$ cat src/rtl/pipe_share_arbiter_pkg.sv
// Shared types and helpers for pipe_share_arbiter.
// Owner tags are sized for the largest supported requester count (8), so every
// NREQ in 2..8 fits in the same tag type.
package pipe_share_pkg;

    localparam int IW       = 10;
    localparam int OW       = 16;
    localparam int MAX_NREQ = 8;
    localparam int OWNER_W  = $clog2(MAX_NREQ);

    typedef logic [IW-1:0] in_word_t;
    typedef logic [OW-1:0] out_word_t;

    typedef struct packed {
        logic               valid;
        logic [OWNER_W-1:0] owner;
    } tag_t;

    // Round-robin search starting at last+1 and wrapping. Bits of mask at or
    // above NREQ are zero, so wrapping modulo MAX_NREQ visits requesters in the
    // same order as wrapping modulo NREQ. Returns last when mask is empty.
    function automatic logic [OWNER_W-1:0] rr_pick(input logic [MAX_NREQ-1:0] mask,
                                                   input logic [OWNER_W-1:0]  last);
        logic [OWNER_W-1:0] idx;
        rr_pick = last;
        // Descending scan so the nearest candidate after last is written last.
        for (int unsigned k = MAX_NREQ; k > 0; k--) begin
            idx = last + OWNER_W'(k);
            if (mask[idx]) rr_pick = idx;
        end
    endfunction

endpackage

$ cat src/rtl/pipe_share_arbiter_rsp_fifo.sv
// Per-requester response FIFO: pointer based, DEPTH a power of two, no
// fall-through (a push into an empty FIFO is visible the next cycle).
// Overflow is prevented upstream by the credit scheme.
module rsp_fifo #(
    parameter int DEPTH = 4,
    parameter int OW    = 16
) (
    input  logic          clk,
    input  logic          rst,
    input  logic          push,
    input  logic [OW-1:0] push_data,
    input  logic          pop,
    output logic          empty,
    output logic [OW-1:0] head
);

    localparam int AW = $clog2(DEPTH);

    logic [AW:0]   wr_ptr;
    logic [AW:0]   rd_ptr;
    logic [OW-1:0] mem [DEPTH];

    // Read/write pointers with an extra wrap bit.
    always_ff @(posedge clk or posedge rst) begin
        if (rst) begin
            wr_ptr <= '0;
            rd_ptr <= '0;
        end else begin
            if (push) wr_ptr <= wr_ptr + (AW+1)'(1);
            if (pop && !empty) rd_ptr <= rd_ptr + (AW+1)'(1);
        end
    end

    // Storage write; contents need no reset because the pointers gate them.
    always_ff @(posedge clk) begin
        if (push) mem[wr_ptr[AW-1:0]] <= push_data;
    end

    assign empty = (wr_ptr == rd_ptr);
    assign head  = mem[rd_ptr[AW-1:0]];

endmodule

$ cat src/rtl/pipe_share_arbiter.sv
// Round-robin sharing of one non-stallable pipelined datapath between NREQ
// requesters, with per-requester credits guarding the response FIFOs.
// Optional statistics outputs are enabled with PIPE_SHARE_ARBITER_STATS_EN.
module pipe_share_arbiter
    import pipe_share_pkg::*;
#(
    parameter int NREQ    = 4,
    parameter int LATENCY = 2,
    parameter int DEPTH   = 4
) (
    input  logic               clk,
    input  logic               rst,
    input  logic [NREQ-1:0]    req_valid,
    input  logic [NREQ*IW-1:0] req_data,
    output logic [NREQ-1:0]    req_ready,
    output logic [NREQ-1:0]    rsp_valid,
    output logic [NREQ*OW-1:0] rsp_data,
    input  logic [NREQ-1:0]    rsp_ready,
    output logic [IW-1:0]      dp_in,
    input  logic [OW-1:0]      dp_out
`ifdef PIPE_SHARE_ARBITER_STATS_EN
    ,
    output logic [31:0]        issue_count,
    output logic [31:0]        bubble_count
`endif
);

    localparam int CW = $clog2(DEPTH + 1);

    logic [NREQ-1:0]     eligible;
    logic [NREQ-1:0]     grant_oh;
    logic [NREQ-1:0]     pop;
    logic [NREQ-1:0]     push;
    logic [NREQ-1:0]     empty;
    logic [MAX_NREQ-1:0] mask;
    logic                any_grant;
    logic [OWNER_W-1:0]  grant_idx;
    logic [OWNER_W-1:0]  last;
    in_word_t            grant_word;
    tag_t                tag_pipe [LATENCY+1];
    logic [CW-1:0]       credit [NREQ];

    // Eligibility, round-robin grant and selection of the granted word.
    always_comb begin
        mask       = '0;
        grant_oh   = '0;
        grant_word = '0;
        for (int unsigned i = 0; i < NREQ; i++) begin
            eligible[i] = req_valid[i] && (credit[i] != '0);
        end
        mask[NREQ-1:0] = eligible;
        any_grant      = |eligible;
        grant_idx      = rr_pick(mask, last);
        for (int unsigned i = 0; i < NREQ; i++) begin
            grant_oh[i] = any_grant && (grant_idx == OWNER_W'(i));
            if (grant_oh[i]) grant_word = req_data[i*IW +: IW];
        end
    end

    assign req_ready = grant_oh;

    // FIFO pop requests and result steering from the last tag stage.
    always_comb begin
        pop  = '0;
        push = '0;
        for (int unsigned i = 0; i < NREQ; i++) begin
            pop[i]  = !empty[i] && rsp_ready[i];
            push[i] = tag_pipe[LATENCY].valid && (tag_pipe[LATENCY].owner == OWNER_W'(i));
        end
    end

    assign rsp_valid = ~empty;

    // Datapath input register, round-robin pointer and tag shift register.
    // tag_pipe[0] sits alongside dp_in; tag_pipe[LATENCY] sits alongside dp_out.
    always_ff @(posedge clk or posedge rst) begin
        if (rst) begin
            dp_in <= '0;
            last  <= OWNER_W'(NREQ - 1);
            for (int unsigned j = 0; j <= LATENCY; j++) begin
                tag_pipe[j] <= '0;
            end
        end else begin
            dp_in                <= any_grant ? grant_word : '0;
            tag_pipe[0].valid    <= any_grant;
            tag_pipe[0].owner    <= any_grant ? grant_idx : '0;
            if (any_grant) last  <= grant_idx;
            for (int unsigned j = 1; j <= LATENCY; j++) begin
                tag_pipe[j] <= tag_pipe[j-1];
            end
        end
    end

    // Credits: a grant consumes one, a pop returns one; both together cancel.
    always_ff @(posedge clk or posedge rst) begin
        if (rst) begin
            for (int unsigned i = 0; i < NREQ; i++) begin
                credit[i] <= CW'(DEPTH);
            end
        end else begin
            for (int unsigned i = 0; i < NREQ; i++) begin
                case ({grant_oh[i], pop[i]})
                    2'b10:   credit[i] <= credit[i] - CW'(1);
                    2'b01:   credit[i] <= credit[i] + CW'(1);
                    default: credit[i] <= credit[i];
                endcase
            end
        end
    end

    for (genvar i = 0; i < NREQ; i++) begin : g_fifo
        rsp_fifo #(
            .DEPTH (DEPTH),
            .OW    (OW)
        ) u_fifo (
            .clk       (clk),
            .rst       (rst),
            .push      (push[i]),
            .push_data (dp_out),
            .pop       (pop[i]),
            .empty     (empty[i]),
            .head      (rsp_data[i*OW +: OW])
        );
    end

`ifdef PIPE_SHARE_ARBITER_STATS_EN
    // Saturating counters of grants and of credit-starved cycles.
    always_ff @(posedge clk or posedge rst) begin
        if (rst) begin
            issue_count  <= '0;
            bubble_count <= '0;
        end else begin
            if (any_grant && (issue_count != '1)) issue_count <= issue_count + 32'd1;
            if ((|req_valid) && !any_grant && (bubble_count != '1)) bubble_count <= bubble_count + 32'd1;
        end
    end
`endif

endmodule

$ cat config.mk
export PLATFORM = sky130hd
export DESIGN_NAME = pipe_share_arbiter
export DESIGN_NICKNAME = d
export VERILOG_FILES = /design/src/rtl/pipe_share_arbiter_pkg.sv /design/src/rtl/pipe_share_arbiter_rsp_fifo.sv /design/src/rtl/pipe_share_arbiter.sv
export SDC_FILE = /design/constraint.sdc
export NUM_CORES = 1
export LEC_CHECK = 0
export ABC_CLOCK_PERIOD_IN_PS = 12360
export BUFFER_PORTS_ARGS = -buffer_cell sky130_fd_sc_hd__buf_2
export CORE_ASPECT_RATIO = 0.9
export CORE_MARGIN = 4
export CORE_UTILIZATION = 60
export DETAILED_ROUTE_END_ITERATION = 12
export HOLD_SLACK_MARGIN = 0.05
export PLACE_DENSITY_LB_ADDON = 0.2
export SLEW_MARGIN = 20
export SYNTH_ARGS = -nofsm -noshare
export SYNTH_HDL_FRONTEND = slang
export SYNTH_SLANG_ARGS = --single-unit
$ cat constraint.sdc
create_clock -name clk -period 12.36 [get_ports clk]
set_clock_uncertainty 0.2 [all_clocks]
set_input_delay 0 -clock clk [delete_from_list [all_inputs] [get_ports clk]]
set_output_delay 0 -clock clk [all_outputs]
set_load 0.01 [all_outputs]
==> summary.md <==
| Metric | Value |
|---|---|
| P_leak | `5.83 nW` |
| Final worst path period need | `5070 ps` |
| Post-cts sizing count | `0` |
| PortBufs | `147` |
| First-pass GRT wire length | `45700 µm` |
| Final period util | `41.0%` |
| Maximum vdd drop | `0.0992 mV` |
| Post-DP HPWL | `18800 µm` |
| Crit Path Category | `register to register` |
| # DRC | `0` |
| Seq/Total Area, Yosys | `69.4%` |
| Antenna-violating nets left | `0` |
| Post-Syn Area | `13300 µm²` |
| CTS tree | `built` |
| Setup TNS | `0 ps` |
| IO Pins | `148` |
| Max-slew violations | `0` |
| Hold WS | `134 ps` |
| Slew margin rel. | `26.4%` |
| Number of synthesized flops with an enable pin | `256` |
| PwrDens | `132 nW/µm²` |
| Antenna diodes | `0` |
| Synth top area share | `57.8%` |
| Worst path required time | `12590 ps` |
| Met2 Use GR | `43.2%` |
| TritonCTS Buffers | `30` |
| Vias in the first global route | `7997` |
| Antenna violations before repair | `0` |
| CP max FO | `21` |
| Worst setup EP type | `register` |
| Syn Inst Count | `730` |
| Pin count of the biggest net entering global routing | `62` |
| Vias per cell | `6.00` |
| Top post-synthesis cells by area | `edfxtp_1, mux4_2, dfrtp_1` |
| Longest Clk Path Bufs | `3` |
| CP Launch Type | `register` |
| Commonest non-fill, non-tap cell in the layout | `edfxtp_1` |
| Setup violators final | `0` |
| Library cells used by synthesis | `59` |
| Slowest cell on crit path | `dfstp_2` |
| Root buffer cell | `clkbuf_16` |
| WP buf/inv | `4` |
| Initial Utilization | `61.3%` |
| Crit path DAT | `5310 ps` |
| RD Place Congestion | `0.899` |
| GR Util met3 | `3.43%` |
| Setup slack, reg-to-reg | `7290 ps` |
| CP peak stage delay | `660 ps` |
| YS warnings | `0` |
| Post-synth top flop | `edfxtp_1` |
| Die area | `24600 µm²` |
| Outcome | `completed` |
| Layout cell share with drive strength beyond 1 | `30.5%` |
| Finished Cell Area | `15800 µm²` |
| Via count | `7494` |
| Pre-CTS setup slack | `7330 ps` |
| Drt first pass iters | `5` |
| MaxCap Viol Count | `0` |
| Average wire per standard cell | `23.6 µm` |
| Path type of the worst min-delay path | `primary input to register` |
| Final setup margin | `7290 ps` |
| Maximum level of the CTS H-tree | `1` |
| Net Count, Synth | `826` |
| Chip height | `149 µm` |
| GRT met1 Usage | `33.2%` |
| Worst-path clk slew | `60 ps` |
| # rows | `51` |
| Unrepaired setup endpoints after global routing | `no` |
| P&R area growth vs syn | `18.9%` |
| Dpl cells | `1134` |
| Final #Nets | `1030` |
| Hold Fails Final Rpt | `0` |
| Buffer count from post-CTS setup fixing | `0` |
| DRT iter0 DRCs | `581` |
| Critical-path cell list | `clkinv_2 > ha_1 > inv_1 > mux4_2 > a21oi_1 > o221ai_2 > o211ai_4 > nand2_1 > inv_2 > nand3_1 > ha_1 > inv_1 > fa_1 > mux2_2` |
| CORE AREA | `21700 µm²` |
| Avg Inst Size Synth | `18.2 µm²` |
| Ys async rst share | `19.2%` |
| Horiz. Die Dim | `165 µm` |
| Crit path max-delay family | `compound AO/OA/AOI/OAI gates` |
| Most frequent cells in the layout | `edfxtp_1, buf_2, mux4_2, dlygate4sd3_1, dfrtp_1` |
| Placed cell area | `14300 µm²` |
| Clock Sink Count | `317` |
| Slew @ Worst Pin | `1100 ps` |
| Yosys reg bits | `317` |
| GRT Total Usage | `24.5%` |
| Post-route insts no fill | `1249` |
| Global-route layer with the greatest usage | `met2` |
| Final WL | `29400 µm` |
| Clk_lat worst skew | `560 ps` |
| GR Overflow Total | `0` |
| Cell taking the most area after synthesis | `edfxtp_1` |
| Fmax | `0.197 GHz` |
[where the power goes]
group	switching (W)	total, W	internal, W	leakage, nW
Combinational	0.0000249	0.0000453	0.0000204	2.25
Sequential	0.000000137	0.00115	0.00115	3.12
Clock	0.000384	0.000878	0.000494	0.453
Total	0.000409	0.00208	0.00167	5.83
[cells in the mapped netlist, drive strengths merged, types with 11 or more instances]
cell,count
xnor2,26
nand3,11
o2111a,20
and2,40
buf,14
xor2,18
inv,21
o22ai,11
nor2,16
a311oi,20
nand2,20
mux4,67
ha,26
dfrtp,55
edfxtp,256
clkbuf,27
[sequential cells by signal (all words and copies together) (netlist names)]
name                  flops
credit                   12
g_fifo.u_fifo.wr_ptr     12
last                      3
tag_pipe                 12
dp_in                    10
g_fifo.u_fifo.mem       256
g_fifo.u_fifo.rd_ptr     12
[path summary, 6_finish.rpt]
kind / cells after the start / end / startpoint
min reg2reg: 0 / tag_pipe[3]$_DFF_PP0_ / tag_pipe[7]$_DFF_PP0_
min: 4 / dp_in[6]$_DFF_PP0_ / req_data[36]
min in group asynchronous: 5 / tag_pipe[8]$_DFF_PP0_ / rst
max in group asynchronous: 5 / g_fifo[1].u_fifo.rd_ptr[0]$_DFFE_PP0P_ / rst
max: 14 / credit[1]$_DFFE_PP0P_ / last[0]$_DFFE_PP1N_
max reg2reg: 14 / credit[1]$_DFFE_PP0P_ / last[0]$_DFFE_PP1N_
[routing by layer]
metal	up-vias	part of all wire, %
li1	3301	-
met1	3869	40
met2	279	53
met3	45	5.3
met4	0	2.0
met5	-	0
[worst register-to-register path, cell delays in order, from the launching register on]
cell and delay (ps):
dfstp_2 660, clkinv_2 230, ha_1 460, inv_1 180, mux4_2 400, a21oi_1 200, o221ai_2 390, o211ai_4 650
nand2_1 310, inv_2 180, nand3_1 120, ha_1 240, inv_1 70, fa_1 410, mux2_2 270
[kinds of logic (layout without fill, tap and decap cells)]
group / after synthesis / count (layout) / synth area share (%)
buffers and inverters: 63 / 291 / 1.98
multiplexers: 82 / 82 / 12.6
flip-flops: 317 / 317 / 69.4
adder cells (fa/ha/maj): 30 / 30 / 3.05
AO/OA/AOI/OAI: 89 / 89 / 5.86
XOR/XNOR: 44 / 44 / 2.90
AND/OR/NAND/NOR: 104 / 104 / 4.21
other: 1 / 1 / 0.0282
[cell type report]
type	instances	area, µm²
clock buffer	43	800
clock inverter	13	143
fill	1348	5890
inverter	22	83.8
multi-input combinational	350	3810
sequential	317	9220
tap	291	364
timing repair buffer	213	1380
[timing repair]
action | CTS | global route
hold buffers | 59 | 0
endpoints found under the setup margin | 0 | 0
endpoints found under the hold margin | 352 | 0
[metrics by stage]
stage	utilization [%]	power (W)
2_1_floorplan	-	0.00119
3_3_place_gp	65.8	0.00121
3_5_place_dp	65.8	0.00121
4_1_cts	72.8	0.00209
5_1_grt	72.8	0.00214
6_report	72.8	0.00208
No activity file was read; power rests on OpenSTA's default activity.
